## config.mk

```make
export PLATFORM = sky130hd
export DESIGN_NAME = icache_req_responder
export DESIGN_NICKNAME = d
export VERILOG_FILES = /design/src/rtl/icache_rsp_pkg.sv /design/src/rtl/icache_rsp_fifo.sv /design/src/rtl/icache_req_responder.sv
export SDC_FILE = /design/constraint.sdc
export NUM_CORES = 1
export LEC_CHECK = 0
export ABC_AREA = 1
export BUFFER_PORTS_ARGS = -buffer_cell sky130_fd_sc_hd__buf_4
export CAP_MARGIN = 20
export CELL_PAD_IN_SITES_DETAIL_PLACEMENT = 1
export CELL_PAD_IN_SITES_GLOBAL_PLACEMENT = 1
export CORE_MARGIN = 1
export CORE_UTILIZATION = 42
export DETAILED_ROUTE_END_ITERATION = 6
export PLACE_DENSITY_LB_ADDON = 0.25
export SLEW_MARGIN = 20
export SYNTH_ARGS = -nofsm -noshare
export SYNTH_HDL_FRONTEND = slang
export SYNTH_SLANG_ARGS = --single-unit
```

## constraint.sdc

```tcl
create_clock -name clk -period 2.9 [get_ports clk]
set_clock_uncertainty 0.15 [all_clocks]
set_input_delay 0.58 -clock clk [delete_from_list [all_inputs] [get_ports clk]]
set_output_delay 0.58 -clock clk [all_outputs]
set_load 0.01 [all_outputs]
```

## src/rtl/icache_rsp_pkg.sv

```systemverilog
// Shared constants and types for the icache request responder.
// Holds the default parameter values, the address/tag/data typedefs built
// from them, and the width of the outstanding-request counter.
package icache_rsp_pkg;

    localparam int WORD_SIZE_DEF  = 4;
    localparam int ADDR_WIDTH_DEF = 30;
    localparam int TAG_WIDTH_DEF  = 8;
    localparam int DEPTH_DEF      = 4;
    localparam int DATA_WIDTH_DEF = WORD_SIZE_DEF * 8;

    localparam int PENDING_W = $clog2(DEPTH_DEF + 1);

    typedef logic [ADDR_WIDTH_DEF-1:0] addr_t;
    typedef logic [TAG_WIDTH_DEF-1:0]  tag_t;
    typedef logic [DATA_WIDTH_DEF-1:0] data_t;

endpackage

```

## src/rtl/icache_rsp_fifo.sv

```systemverilog
// Synchronous FIFO used for both the tag queue and the read-data queue.
// Ports:
//   clk, rst_n        clock, asynchronous active-low reset
//   push_i, data_i    write strobe and write data
//   pop_i             read strobe (advances head)
//   head_o            oldest entry (valid when !empty_o)
//   empty_o, full_o   occupancy flags
//   count_o           current occupancy
// A push while full is accepted only when a pop happens in the same cycle.
// Storage is cleared by reset so the head reads as zero afterwards.
module icache_rsp_fifo #(
    parameter int WIDTH = 8,
    parameter int DEPTH = 4
) (
    input  logic                       clk,
    input  logic                       rst_n,
    input  logic                       push_i,
    input  logic [WIDTH-1:0]           data_i,
    input  logic                       pop_i,
    output logic [WIDTH-1:0]           head_o,
    output logic                       empty_o,
    output logic                       full_o,
    output logic [$clog2(DEPTH+1)-1:0] count_o
);

    localparam int PTR_W = $clog2(DEPTH);
    localparam int CNT_W = $clog2(DEPTH + 1);
    localparam logic [PTR_W-1:0] PTR_ONE   = PTR_W'(1);
    localparam logic [CNT_W-1:0] CNT_ONE   = CNT_W'(1);
    localparam logic [CNT_W-1:0] CNT_DEPTH = CNT_W'(DEPTH);

    logic [WIDTH-1:0] mem_q [DEPTH];
    logic [PTR_W-1:0] wr_ptr_q;
    logic [PTR_W-1:0] rd_ptr_q;
    logic [CNT_W-1:0] count_q;
    logic             wr_en;
    logic             rd_en;

    assign empty_o = (count_q == '0);
    assign full_o  = (count_q == CNT_DEPTH);
    assign count_o = count_q;
    assign head_o  = mem_q[rd_ptr_q];
    assign rd_en   = pop_i && !empty_o;
    assign wr_en   = push_i && (!full_o || rd_en);

    always_ff @(posedge clk or negedge rst_n) begin
        if (!rst_n) begin
            wr_ptr_q <= '0;
            rd_ptr_q <= '0;
            count_q  <= '0;
            for (int i = 0; i < DEPTH; i++) begin
                mem_q[i] <= '0;
            end
        end else begin
            if (wr_en) begin
                mem_q[wr_ptr_q] <= data_i;
                wr_ptr_q        <= wr_ptr_q + PTR_ONE;
            end
            if (rd_en) begin
                rd_ptr_q <= rd_ptr_q + PTR_ONE;
            end
            case ({wr_en, rd_en})
                2'b10:   count_q <= count_q + CNT_ONE;
                2'b01:   count_q <= count_q - CNT_ONE;
                default: count_q <= count_q;
            endcase
        end
    end

endmodule

```

## src/rtl/icache_req_responder.sv

```systemverilog
// Slave endpoint of the icache request interface. Requests pass straight
// through to the memory read port; in-order read data is queued, paired
// with the queued request tag and returned on the response channel.
// A credit counter bounds outstanding reads to DEPTH.
// Ports:
//   clk, reset                         clock, asynchronous active-low reset
//   icache_req_valid/addr/tag/ready    fetch request channel (slave)
//   mem_req_valid/addr/ready           memory read request (master)
//   mem_rsp_valid/data                 in-order read data, no backpressure
//   icache_rsp_valid/data/tag/ready    response channel (master)
//   perf_stall_cycles, perf_req_count  only with ICACHE_RSP_PERF_EN defined
// Optional feature macro: ICACHE_RSP_PERF_EN.
module icache_req_responder
    import icache_rsp_pkg::*;
#(
    parameter int WORD_SIZE  = WORD_SIZE_DEF,
    parameter int ADDR_WIDTH = ADDR_WIDTH_DEF,
    parameter int TAG_WIDTH  = TAG_WIDTH_DEF,
    parameter int DEPTH      = DEPTH_DEF
) (
    input  logic                   clk,
    input  logic                   reset,
    input  logic                   icache_req_valid,
    input  logic [ADDR_WIDTH-1:0]  icache_req_addr,
    input  logic [TAG_WIDTH-1:0]   icache_req_tag,
    output logic                   icache_req_ready,
    output logic                   mem_req_valid,
    output logic [ADDR_WIDTH-1:0]  mem_req_addr,
    input  logic                   mem_req_ready,
    input  logic                   mem_rsp_valid,
    input  logic [WORD_SIZE*8-1:0] mem_rsp_data,
    output logic                   icache_rsp_valid,
    output logic [WORD_SIZE*8-1:0] icache_rsp_data,
    output logic [TAG_WIDTH-1:0]   icache_rsp_tag,
    input  logic                   icache_rsp_ready
`ifdef ICACHE_RSP_PERF_EN
    ,
    output logic [31:0]            perf_stall_cycles,
    output logic [31:0]            perf_req_count
`endif
);

    localparam int DATA_W = WORD_SIZE * 8;
    localparam int PEND_W = $clog2(DEPTH + 1);
    localparam logic [PEND_W-1:0] PEND_DEPTH = PEND_W'(DEPTH);
    localparam logic [PEND_W-1:0] PEND_ONE   = PEND_W'(1);

    logic [PEND_W-1:0] pending_q;
    logic [PEND_W-1:0] pending_d;
    logic [PEND_W-1:0] tag_count;
    logic [PEND_W-1:0] data_count;
    logic              has_credit;
    logic              req_fire;
    logic              rsp_fire;
    logic              tag_waiting;
    logic              data_push;
    logic              tag_empty;
    logic              tag_full;
    logic              data_empty;
    logic              data_full;

    assign has_credit = (pending_q < PEND_DEPTH);

    // Gating with reset makes the request handshake drop the instant reset
    // asserts, rather than waiting for a clock edge.
    assign icache_req_ready = reset && mem_req_ready && has_credit;
    assign mem_req_valid    = reset && icache_req_valid && has_credit;
    assign mem_req_addr     = icache_req_addr;
    assign req_fire         = icache_req_valid && icache_req_ready;

    assign icache_rsp_valid = !data_empty;
    assign rsp_fire         = icache_rsp_valid && icache_rsp_ready;

    // Read data is only legal for a tag still awaiting its data; this also
    // excludes a full data queue, since data never outnumbers tags.
    assign tag_waiting = (tag_count > data_count);
    assign data_push   = mem_rsp_valid && tag_waiting;

    always_comb begin
        pending_d = pending_q;
        case ({req_fire, rsp_fire})
            2'b10:   pending_d = pending_q + PEND_ONE;
            2'b01:   pending_d = pending_q - PEND_ONE;
            default: pending_d = pending_q;
        endcase
    end

    always_ff @(posedge clk or negedge reset) begin
        if (!reset) begin
            pending_q <= '0;
        end else begin
            pending_q <= pending_d;
        end
    end

    icache_rsp_fifo #(
        .WIDTH (TAG_WIDTH),
        .DEPTH (DEPTH)
    ) u_tag_fifo (
        .clk     (clk),
        .rst_n   (reset),
        .push_i  (req_fire),
        .data_i  (icache_req_tag),
        .pop_i   (rsp_fire),
        .head_o  (icache_rsp_tag),
        .empty_o (tag_empty),
        .full_o  (tag_full),
        .count_o (tag_count)
    );

    icache_rsp_fifo #(
        .WIDTH (DATA_W),
        .DEPTH (DEPTH)
    ) u_data_fifo (
        .clk     (clk),
        .rst_n   (reset),
        .push_i  (data_push),
        .data_i  (mem_rsp_data),
        .pop_i   (rsp_fire),
        .head_o  (icache_rsp_data),
        .empty_o (data_empty),
        .full_o  (data_full),
        .count_o (data_count)
    );

`ifdef ICACHE_RSP_PERF_EN
    logic [31:0] perf_stall_q;
    logic [31:0] perf_req_q;

    always_ff @(posedge clk or negedge reset) begin
        if (!reset) begin
            perf_stall_q <= '0;
            perf_req_q   <= '0;
        end else begin
            if (icache_req_valid && !icache_req_ready) begin
                perf_stall_q <= perf_stall_q + 32'd1;
            end
            if (req_fire) begin
                perf_req_q <= perf_req_q + 32'd1;
            end
        end
    end

    assign perf_stall_cycles = perf_stall_q;
    assign perf_req_count    = perf_req_q;
`endif

`ifndef SYNTHESIS
    // Read data with no tag awaiting it (or a full data queue) is dropped.
    a_rsp_has_slot: assert property (@(posedge clk) disable iff (!reset)
        mem_rsp_valid |-> (tag_waiting && !data_full));
    a_tag_no_overflow: assert property (@(posedge clk) disable iff (!reset)
        req_fire |-> !tag_full);
    a_pop_has_tag: assert property (@(posedge clk) disable iff (!reset)
        rsp_fire |-> !tag_empty);
`endif

endmodule

```

; Word-level counts from Yosys, hierarchy flattened
; Index checks and enable logic that the tools add are counted.
[classes]
bitwise_logic = 4
addsub = 10
muxes = 15
eq_ne = 8
n_reduce_logical = 24
magnitude_cmp = 8
[op_table]
columns = operator, count
row1 = $bwmux W128, 1
row2 = $mux W32, 3
row3 = $bmux W32 S2, 1
row4 = $demux W32 S2, 1
row5 = $bwmux W32, 1
row6 = $mux W8, 3
row7 = $pmux W3 S2, 3
row8 = $bmux W8 S2, 1
row9 = $demux W8 S2, 1
row10 = $logic_and A1 B1 Y1, 13
row11 = $ge A3 B3 Y1 const B, 4
row12 = $not A2 Y3, 4
row13 = $add A3 B1 Y3 const B, 3
row14 = $sub A3 B1 Y3 const B, 3
row15 = $add A2 B1 Y2 const B, 4
row16 = $eq A2 B1 Y1 const B, 3
row17 = $eq A2 B2 Y1 const B, 3
row18 = $eq A3 B3 Y1 const B, 2
row19 = $logic_not A3 Y1, 2
row20 = $lt A3 B1 Y1 const B, 2
row21 = $reduce_bool A2 Y1, 3
row22 = $logic_not A1 Y1, 4
row23 = $gt A3 B3 Y1, 1
row24 = $lt A3 B3 Y1 const B, 1
row25 = $logic_or A1 B1 Y1, 2
[totals]
reg_bits = 177
elab_cells = 84
out_inout_bits = 73

; Longest topological paths before layout
; Gate-level depths: netlist of run 1.
[depth]
depth_word = 8
depth_mapped = 13
depth_no_buf = 12

; Hierarchy
; A second synthesis of run 1 with hierarchy kept.
[unflattened]
hier_cells = 1110
area_unflattened_um2 = 9087.5
[modules_own_cells]
columns = module, instances, area_per_inst_um2, seq_area_each_um2, cells_per_inst
row1 = icache_rsp_fifo at u_data_fifo, 1, 6552.5, 3378.2, 802
row2 = icache_rsp_fifo at u_tag_fifo, 1, 2009.4, 975.9, 236
row3 = icache_req_responder, 1, 525.5, 75.1, 72

; Least setup slack after synthesis of run 1
; Ideal clock, no wire load.
[synth_path]
path_kind = reg-to-reg
startpoint = register u_data_fifo.count_q[2] (netlist: u_data_fifo.count_o[2])
endpoint = register u_data_fifo.count_q[2] (netlist: u_data_fifo.count_o[2])
synth_period_minus_slack_ns = 2.429
arrival_time_ns = 2.148
path_buffers = 1
setup_time_ns = 0.131
stages_incl_launch_ff = 13
setup_slack_ns = 0.471
path_cell_list = dfrtp_1 > inv_1 > ha_1 > a21oi_1 > nand2_2 > buf_2 > nand2_1 > ha_1 > inv_1 > fa_1 > a21oi_1 > o21ai_0 > xor2_1
[synth_via]
elab_chain_cells = 8
elab_cells_between_ends = 16
classes_between = 2 x add/sub / 1 x order compare / 3 x eq/ne / 1 x mux / 9 x reduce/logical
[synth_rtl]
columns = element, line_no
row1 = from (decl), icache_rsp_fifo.sv:35  ; logic [CNT_W-1:0] count_q;
row2 = from (signal assigned), icache_rsp_fifo.sv:63  ; 2'b10: count_q <= count_q + CNT_ONE;
row3 = from (signal assigned), icache_rsp_fifo.sv:64  ; 2'b01: count_q <= count_q - CNT_ONE;
row4 = from (signal assigned), icache_rsp_fifo.sv:65  ; default: count_q <= count_q;
row5 = "parallel branches: the longest is 8 deep, another holds $gt A3 B3 Y1", n/a
; Parallel ways; which one is timed is not known.
; A chain may end at the register's enable or synchronous reset.

; Final worst setup path of run 1
[layout_path]
startpoint = register u_data_fifo.rd_ptr_q[1]
endpoint = output icache_rsp_data[22]
[layout_via]
elab_chain_cells = 4
[layout_rtl]
columns = element, line_no
row1 = from (decl), icache_rsp_fifo.sv:34  ; logic [PTR_W-1:0] rd_ptr_q;
row2 = from (signal assigned), icache_rsp_fifo.sv:60  ; rd_ptr_q <= rd_ptr_q + PTR_ONE;
row3 = $not A2 Y3 (implied by the code), icache_rsp_fifo.sv:42  ; assign head_o = mem_q[rd_ptr_q];
row4 = $bmux W32 S2, icache_rsp_fifo.sv:42
row5 = $mux W32 (implied by the code) (2 in series), icache_rsp_fifo.sv:42
row6 = to (decl), icache_req_responder.sv:33  ; output logic [WORD_SIZE*8-1:0] icache_rsp_data,
; Every way passes these cells. The select of a mux whose other input is x is not followed.

==> results of run 1 <==
-- state kept, by name (all words and copies together) (netlist names) --
register	cells
u_data_fifo.mem_q	128
u_tag_fifo.mem_q	32
pending_q	3
u_data_fifo.count_o	3
u_tag_fifo.count_o	3
u_data_fifo.rd_ptr_q	2
u_data_fifo.wr_ptr_q	2
u_tag_fifo.rd_ptr_q	2
u_tag_fifo.wr_ptr_q	2
-- cell usage in the layout (no fill, tap or decap), drive strengths merged, types with 4 or more instances in the layout --
cell type | Yosys | routed
buf | 87 | 118
nand3 | 15 | 15
inv | 26 | 30
nand2 | 343 | 343
a21oi | 4 | 4
bufinv | 0 | 4
nand4 | 160 | 160
xor2 | 5 | 5
clkinvlp | 0 | 4
clkbuf | 35 | 18
o22ai | 40 | 40
ha | 14 | 14
nor2 | 88 | 88
dfrtp | 177 | 177
o21ai | 87 | 87
xnor2 | 4 | 4
-- cell type report --
| class | instances | area share [%] |
|---|---|---|
| clock inverter | 14 | 1.98 |
| clock buffer | 18 | 4.21 |
| sequential | 177 | 43.5 |
| timing repair buffer | 118 | 9.22 |
| tap | 275 | 3.38 |
| multi-input combinational | 765 | 36.8 |
| inverter | 26 | 0.958 |
-- worst max-delay path, cell delays in order (launching register included) --
cell	delay, ps
dfrtp_1	380
inv_1	270
buf_4	320
o21ai_0	130
o22ai_1	270
buf_4	190
-- cell families (layout without fill, tap and decap cells) --
family | Yosys count | after routing | synth area share, %
AND/OR/NAND/NOR | 608 | 608 | 30.4
adder cells (fa/ha/maj) | 17 | 17 | 2.63
buffers and inverters | 148 | 176 | 8.70
flip-flops | 177 | 177 | 49.5
AO/OA/AOI/OAI | 131 | 131 | 7.89
XOR/XNOR | 9 | 9 | 0.881
-- layer usage --
layer	wire (µm)	GRT usage, %
met5	0	0
met4	328	7.78
met2	13800	44.6
met1	12000	34.1
met3	1100	4.26
-- through the flow --
step                hold WS (ps)  cell area, µm²  cells
floorplan                    134            8940   1090
global placement             298            9560   1361
detailed placement           303            9560   1361
CTS                          222           10200   1393
global route                 230           10200   1393
finish                       129           10200   1393
-- final timing paths --
check                                                     to                           startpoint  cells past startpoint  slack [ps]
setup / recovery                         icache_rsp_data[22]  u_data_fifo.rd_ptr_q[1]$_DFFE_PN0P_                      5         160
hold / removal             u_tag_fifo.count_o[2]$_DFFE_PN0P_                                reset                      2         130
setup reg to reg           u_data_fifo.mem_q[63]$_DFFE_PN0P_    u_tag_fifo.count_o[0]$_DFFE_PN0P_                     10         290
hold reg to reg            u_data_fifo.mem_q[83]$_DFFE_PN0P_    u_data_fifo.mem_q[83]$_DFFE_PN0P_                      2         310
max in group asynchronous  u_data_fifo.mem_q[80]$_DFFE_PN0P_                                reset                      3        1330
min in group clk           u_data_fifo.mem_q[93]$_DFFE_PN0P_                     mem_rsp_data[29]                      3         280
-- report_power, final --
group / switching (µW) / internal, µW / leakage (µW)
sequential: 630 / 3540 / 0.00226
combinational: 4480 / 2250 / 0.00259
clock: 1050 / 1460 / 0.000295
total: 6150 / 7250 / 0.00514
==> run summary, run 1 <==
Pwr/cell area: 1320 nW/µm²
Maxcap violations: 0
CTS resizes: 0
HPWL after detailed placement: 15,900 µm
Total power: 13,400 µW
Residual DRC: 0
CTS Buf Count: 17
Die width: 148 µm
TritonCTS clock tree: done
I/O Buffers: 88
Synth top area cells: dfrtp_1, nand2_1, nand4_1, o21ai_0, buf_4
Worst-skew pair later-pin latency: 430 ps
Core box area: 21,000 µm²
Number of distinct library cells after synthesis: 23
Slew Viols, Final: 0
Drt wl/cell: 19.5 µm
Vias: 7,915
Multi-input gate area in the final layout: 3740 µm²
Final Hold Viols: 0
Largest net degree at the start of global routing: 141
Hold Buf Count CTS: 0
Layout cells sized above 1: 14.0%
Antenna viol nets, final: 0
Seq. cell area: 4430 µm²
Vias per cell: 5.68
Final Worst Setup Slack: 164 ps
Area Overhead vs Synth: 13.9%
RSZ-0062 raised after global routing: false
Worst Max-Slew Pin Slew: 878 ps
Most common cell in the synthesized netlist: nand2_1
DRT Wirelength: 27,200 µm
Final setup fails: 0
Critical path class: reg2out
Tcrit/Tclk final: 94.3%
All-Layer GR Usage: 26.1%
CP endpoint kind: output port
Arrival time worst endpoint: 2010 ps
Clock transition at the registers of the reported paths: 70 ps
GPL Wtd Cong: 0.764
Post-Syn Nets: 1,183
Antenna fix cells: 0
Initial antenna violation count: 0
Area leader, netlist: dfrtp_1
Total grt overflow: 0
Main synth FF type: dfrtp_1
Die area: 21,900 µm²
Setup TNS: 0 ps
Top cells by count, synth: nand2_1, dfrtp_1, nand4_1, nor2_1, o21ai_0
Yosys Warn Count: 0
Pre-antenna DRT Iters: 5
DIE HEIGHT: 148 µm
Final #Nets: 1,198
H-tree depth: 4
Worst EP required: 2170 ps
First-pass GRT wire length: 44,700 µm
Clock root buffer: clkbuf_16
Max clock buf depth: 2
Vias in the first global route: 8,271
Hold/Removal Path Class: in2async
Clk sinks: 177
Fill count: 2,530
Setup bufs post-CTS: 0
Max-slew headroom: 41.5%
Yosys reg bits: 177
CP startpoint kind: register
DP Worst Slack: 369 ps
Final core occ: 48.6%
DRT iter0 DRCs: 549
Rows: 53
Leakage power: 0.00514 µW
Initial Util: 42.7%
Mean Syn Cell Area: 8.21 µm²
Post-Synthesis Cells: 1,090
Yosys top cell area share: 49.5%
Tmin final: 2740 ps
Seq/Total Area, Yosys: 49.5%
FMAX: 0.366 GHz
Status: finished, final reports clean
FFs w/ async S/R, synth: 100%
Worst-path fanout max: 18
Top-Level Pins: 149
Number of flops mapped to enable cells by yosys: 0
Cell Area, Synth: 8940 µm²
Maximum vdd drop: 0.782 mV
Note: power is estimated with default switching activity, not from simulation.
==> inputs of run 2 (changes only) <==
- BUFFER_PORTS_ARGS: -buffer_cell sky130_fd_sc_hd__buf_4 -> not set
- CORE_UTILIZATION: 42 -> 47
- DONT_BUFFER_PORTS: not set -> 1
==> run 2 against run 1 <==
Compared with the run above: the run now ends with negative hold slack left; non-clock buffer count shrank 70; flip-flop and latch count is the same; critical path depth is 1 lower; total power down 4.2%; critical path type unchanged; critical endpoint is now icache_rsp_data[4]; largest power group unchanged.
==> run summary, run 2 (same netlist as run 1, synthesis figures left out) <==
Global routing met2 resource utilization: 45.8% (+1.2 points)
Clock transition at the registers of the reported paths: 70 ps (about the same)
Arrival time worst endpoint: 1960 ps (-50 ps)
Gr busiest metal: met2
Maximum vdd drop: 1.41 mV (+80%)
Residual DRC: 0 (unchanged)
Internal power: 6830 µW (-5.9%)
Area Overhead vs Synth: 6.98%
DIE HEIGHT: 140 µm (-5.4%)
Flop2flop setup slack: 350 ps (+60 ps)
Most common cell after layout, fill and taps aside: nand2_1
Final setup fails: 0 (unchanged)
CP endpoint kind: output port
DRT iter0 DRCs: 574 (+4.6%)
Worst Max-Slew Pin Slew: 672 ps (-206 ps)
First-pass GRT wire length: 43,600 µm (-2.6%)
Share of power burned in registers: 32.4% (+1.3 points)
Total grt overflow: 0 (unchanged)
RSZ-0062 raised after global routing: false
Die area: 19,600 µm² (-10%)
Most frequent cells in the layout: nand2_1, dfrtp_1, nand4_1
Status: finished, violations left
Tcrit/Tclk final: 92.6% (-1.7 points)
Global routing usage on met1: 38.8% (+4.7 points)
Final instance area: 9570 µm² (-6.1%)
Final hold slack: -301 ps (-429 ps)
Hold/Removal Path Class: in2async
I/O Buffers: 0 (-100%)
Clock root buffer: clkbuf_16
Tmin final: 2690 ps (-49.4 ps)
Rows: 50 (-5.7%)
Combinational share of power: 49.5% (-0.7 points)
All-Layer GR Usage: 28.5% (+2.3 points)
HPWL after detailed placement: 14,700 µm (-7.6%)
Core box area: 18,700 µm² (-11%)
CTS Buf Count: 17 (unchanged)
Net Sw Frac: 46.8% (+0.93 points)
Clk sinks: 177 (unchanged)
GR met3 Demand/Resource: 6.09% (+1.8 points)
Final #Nets: 1,128 (-5.8%)
Post-DP Area: 8970 µm² (-6.1%)
Worst-skew pair later-pin latency: 430 ps (about the same)
Initial Util: 47.8% (+5.1 points)
Biggest regs: u_data_fifo.mem_q (128), u_tag_fifo.mem_q (32)
Crit Reg-Reg Startpoint: u_tag_fifo.count_o[0]$_DFFE_PN0P_
Total power: 12,800 µW (-4.2%)
Clock power frac: 18.1% (-0.6 points)
FMAX: 0.372 GHz (+1.8%)
Final Hold Viols: 177 (+177)
Max-slew headroom: 55.2% (+14 points)
CP startpoint kind: register
H-tree depth: 4 (unchanged)
DRT Wirelength: 26,700 µm (-1.8%)
Largest net degree at the start of global routing: 180 (+28%)
Maxcap violations: 0 (unchanged)
GPL Wtd Cong: 0.739 (-3.3%)
Worst-path fanout max: 65 (+47)
Critical path class: reg2out
Violated checks: negative hold slack
RR Endpoint: u_data_fifo.mem_q[97]$_DFFE_PN0P_
Pre-antenna DRT Iters: 7 (+2)
Final core occ: 51.2% (+2.5 points)
P_sw: 6010 µW (-2.3%)
Max reg flops: 128 (unchanged)
Top-Level Pins: 149 (unchanged)
Reg with most FFs: u_data_fifo.mem_q
Antenna fix cells: 0 (unchanged)
Vias in the first global route: 7,862 (-4.9%)
Drt wl/cell: 20.9 µm (+6.8%)
Layout cells sized above 1: 8.21% (-5.7 points)
TritonCTS clock tree: done
Max clock buf depth: 2 (unchanged)
Setup TNS: 0 ps (unchanged)
Vias: 7,654 (-3.3%)
Pwr/cell area: 1340 nW/µm² (+2.0%)
Slew Viols, Final: 0 (unchanged)
Die width: 140 µm (-5.4%)
Worst EP required: 2170 ps (about the same)
Reg2reg path depth: 10 (unchanged)
Leakage power: 0.00479 µW (-6.9%)
Initial antenna violation count: 0 (unchanged)
Vias per cell: 5.98 (+5.2%)
Antenna viol nets, final: 0 (unchanged)
## run 2: cell types whose count changed in the layout (fill, tap and decap cells not counted), moves of 2 or more
cell / previous run / this run
clkbuf_8: 0 / 2
buf_4: 113 / 43
clkinv_4: 1 / 5
bufinv_16: 4 / 2
inv_6: 3 / 0
## run 2: worst max-delay path by stage
stage / from / endpoint / slack (ps)
floorplan: u_data_fifo.count_o[2]$_DFFE_PN0P_ / u_data_fifo.count_o[2]$_DFFE_PN0P_ / 470
global placement: u_tag_fifo.count_o[0]$_DFFE_PN0P_ / u_data_fifo.mem_q[105]$_DFFE_PN0P_ / 480
detailed placement: u_data_fifo.count_o[0]$_DFFE_PN0P_ / u_tag_fifo.count_o[2]$_DFFE_PN0P_ / 400
CTS: u_data_fifo.rd_ptr_q[0]$_DFFE_PN0P_ / icache_rsp_data[4] / 60
global route: u_data_fifo.rd_ptr_q[0]$_DFFE_PN0P_ / icache_rsp_data[4] / 100
finish: u_data_fifo.rd_ptr_q[0]$_DFFE_PN0P_ / icache_rsp_data[4] / 210
## run 2: final cells by class
| class | count | area (µm²) |
|---|---|---|
| clock inverters | 12 | 136 |
| clock buffers | 19 | 453 |
| repair buffers | 48 | 414 |
| flip-flops and latches | 177 | 4430 |
| multi-input cells | 765 | 3740 |
| inverters | 26 | 97.6 |
| fillers | 2292 | 9140 |
| well taps | 234 | 293 |
## run 2: worst max-delay path: stages (launching register included)
cell and delay (ps):
dfrtp_2 380, buf_6 450, o21ai_0 180, o22ai_1 310, buf_4 190
## run 2: stage by stage
step,setup slack (ps),std cells
after global routing,103,1281
after global placement,482,1250
after detailed placement,396,1250
after CTS,56.2,1281
final,214,1281
after floorplan,471,1090
## run 2: repair_timing
item / CTS / global route
buffers inserted: 0 / 0
gates resized for setup: 0 / 1
setup endpoints to repair: 0 / 5
hold endpoints to repair: 177 / 177
## run 2: power groups by stage
| stage | Sequential (µW) | Clock [µW] | Combinational (µW) |
|---|---|---|---|
| 2_1_floorplan | 3990 | 0 | 4450 |
| 3_3_place_gp | 4120 | 0 | 6140 |
| 3_5_place_dp | 4170 | 0 | 6290 |
| 4_1_cts | 4140 | 2360 | 6330 |
| 5_1_grt | 4280 | 2460 | 7010 |
| 6_report | 4160 | 2320 | 6350 |
## run 2: layer usage
layer  wire length [µm]  up-vias  share of wire [%]
li1                   -     3574                  -
met1              12000     3864                 45
met2              12900      181                 48
met3               1380       35                5.1
met4                456        0                1.7
met5                  0        -                  0
==> inputs of run 3 (changes only) <==
- SYNTH_HIERARCHICAL: not set -> 1
==> run 3 against run 2 <==
Compared with the run above: register-to-register slack got worse by 120 ps; die area rose by 1.4%; non-clock buffer count shrank 10; routed wire length fell by 1.8%; the flow still finishes with violations (negative hold slack); global-route usage is 0.76 points lower; highest routed layer unchanged.
==> run summary, run 3 <==
Status: finished, violations left
Violated checks: negative hold slack
Placed Instances: 1,281 (+2.5%)
Post-Synthesis Cells: 1,107 (+1.6%)
CTS resizes: 0 (unchanged)
Final #Nets: 1,133 (+0.44%)
Most common cell after layout, fill and taps aside: nand2_1
CP endpoint kind: register
All-Layer GR Usage: 27.7% (-0.76 points)
Post-Syn Nets: 1,200 (+1.4%)
Max clock buf depth: 2 (unchanged)
DRT Wirelength: 26,200 µm (-1.8%)
Worst-path fanout max: 134 (+110%)
Worst Max-Slew Pin Slew: 724 ps (+51.9 ps)
Leakage power: 0.00481 µW (+0.38%)
I/O Buffers: 0 (unchanged)
Area Overhead vs Synth: 5.93%
Setup bufs post-CTS: 0 (unchanged)
Final setup fails: 0 (unchanged)
Tmin final: 2670 ps (-17.3 ps)
Clock root buffer: clkbuf_16
Final Worst Setup Slack: 231 ps (+17.3 ps)
Pre-antenna DRT Iters: 5 (-2)
CP startpoint kind: register
Die width: 141 µm (+0.71%)
Antenna fix cells: 0 (unchanged)
HPWL after detailed placement: 15,000 µm (+1.7%)
Die area: 19,900 µm² (+1.4%)
Tcrit/Tclk final: 92.0% (-0.60 points)
Maxcap violations: 0 (unchanged)
Initial Util: 48.2% (+0.37 points)
Core box area: 18,800 µm² (+0.67%)
Antenna viol nets, final: 0 (unchanged)
Most frequent cells in the layout: nand2_1, dfrtp_1, nand4_1
Rows: 50 (unchanged)
Vias per cell: 5.83 (-2.4%)
Met2 wire length: 12,900 µm (-0.19%)
Max reg flops: 128 (unchanged)
FMAX: 0.375 GHz (+0.65%)
Mean Syn Cell Area: 8.20 µm² (-0.10%)
Maximum vdd drop: 0.604 mV (-57%)
Slew Viols, Final: 0 (unchanged)
CTS Buf Count: 17 (unchanged)
Hold/Removal Path Class: in2async
Post-route insts no fill: 1,313 (+2.5%)
Top Metal Used: met4
Vias: 7,657 (+0.039%)
Setup TNS: 0 ps (unchanged)
Top-Level Pins: 149 (unchanged)
GPL Wtd Cong: 0.758 (+2.7%)
H-tree depth: 4 (unchanged)
Yosys Warn Count: 6 (+6)
Clock transition at the registers of the reported paths: 70 ps (about the same)
DR WL met3: 1570 µm (+14%)
Initial antenna violation count: 0 (unchanged)
Pwr/cell area: 1270 nW/µm² (-5.0%)
Total grt overflow: 0 (unchanged)
Max-slew headroom: 51.7% (-3.5 points)
Residual DRC: 0 (unchanged)
Clk sinks: 177 (unchanged)
TritonCTS clock tree: done
Worst-skew pair later-pin latency: 430 ps (about the same)
DP Worst Slack: 336 ps (-59.9 ps)
DIE HEIGHT: 141 µm (+0.71%)
Reg with most FFs: u_data_fifo/mem_q
Critical path class: reg2reg
Final Hold Viols: 177 (unchanged)
Cell Area, Synth: 9070 µm² (+1.5%)
Metal-1 WL: 11,500 µm (-4.2%)
Arrival time worst endpoint: 2830 ps (+870 ps)
Largest net degree at the start of global routing: 179 (-0.56%)
Drt wl/cell: 20.0 µm (-4.2%)
Vias in the first global route: 7,990 (+1.6%)
Worst EP required: 3060 ps (+890 ps)
First-pass GRT wire length: 43,000 µm (-1.3%)
RSZ-0062 raised after global routing: false
Layout cells sized above 1: 8.64% (+0.43 points)
DRT iter0 DRCs: 515 (-10%)
Final hold slack: -303 ps (-2.79 ps)
Biggest regs: u_data_fifo/mem_q (128), u_tag_fifo/mem_q (32)
-- run 3: worst paths after layout --
check                                              startpoint                                   to  slack [ps]  cells after the start
setup reg to reg           u_data_fifo/count_o[0]$_DFFE_PN0P_    u_data_fifo/mem_q[59]$_DFFE_PN0P_         230                     11
hold / removal                                          reset    u_data_fifo/mem_q[29]$_DFFE_PN0P_        -300                      0
hold reg to reg              u_tag_fifo/mem_q[21]$_DFFE_PN0P_     u_tag_fifo/mem_q[21]$_DFFE_PN0P_         320                      2
setup / recovery           u_data_fifo/count_o[0]$_DFFE_PN0P_    u_data_fifo/mem_q[59]$_DFFE_PN0P_         230                     11
max in group asynchronous                               reset  u_data_fifo/rd_ptr_q[0]$_DFFE_PN0P_        2650                      0
min in group clk                            icache_req_tag[6]     u_tag_fifo/mem_q[30]$_DFFE_PN0P_         140                      2
-- run 3: worst max-delay path, stage by stage, from the launching register on --
cell and delay (ps):
dfrtp_1 440, nor2_2 90, nand2_1 100, inv_1 60
nor2_1 290, inv_1 130, nand3_4 120, buf_12 410
nand3_2 140, buf_4 320, nand2_1 130, nand2_1 60
-- run 3: final cells by class --
cell class	count	area (µm²)
clock buffer	20	457
inverter	38	143
timing repair buffer	38	323
tap	260	325
clock inverter	12	108
multi-input combinational	768	3830
fill	2285	9220
sequential	177	4430
-- run 3: metal layers --
layer / vias to the layer above / GRT usage [%]
met1: 3860 / 36.7
met3: 24 / 6.66
met4: 0 / 7.21
li1: 3588 / -
met2: 185 / 45.7
met5: - / 0
-- run 3: power breakdown --
part | internal [µW] | switching [µW] | total, µW
registers | 3580 | 645 | 4220
clock network | 1230 | 1000 | 2230
logic | 1800 | 3990 | 5790
total | 6610 | 5630 | 12200
-- run 3: metrics by stage --
stage                     instance area [µm²]  total power, µW  utilization [%]
final                                    9610            12200             51.0
after global routing                     9610            13200             51.0
after CTS                                9610            12300             51.0
after detailed placement                 9050            10000             48.0
after global placement                   9050             9810             48.0
after floorplan                          9070             8310                -
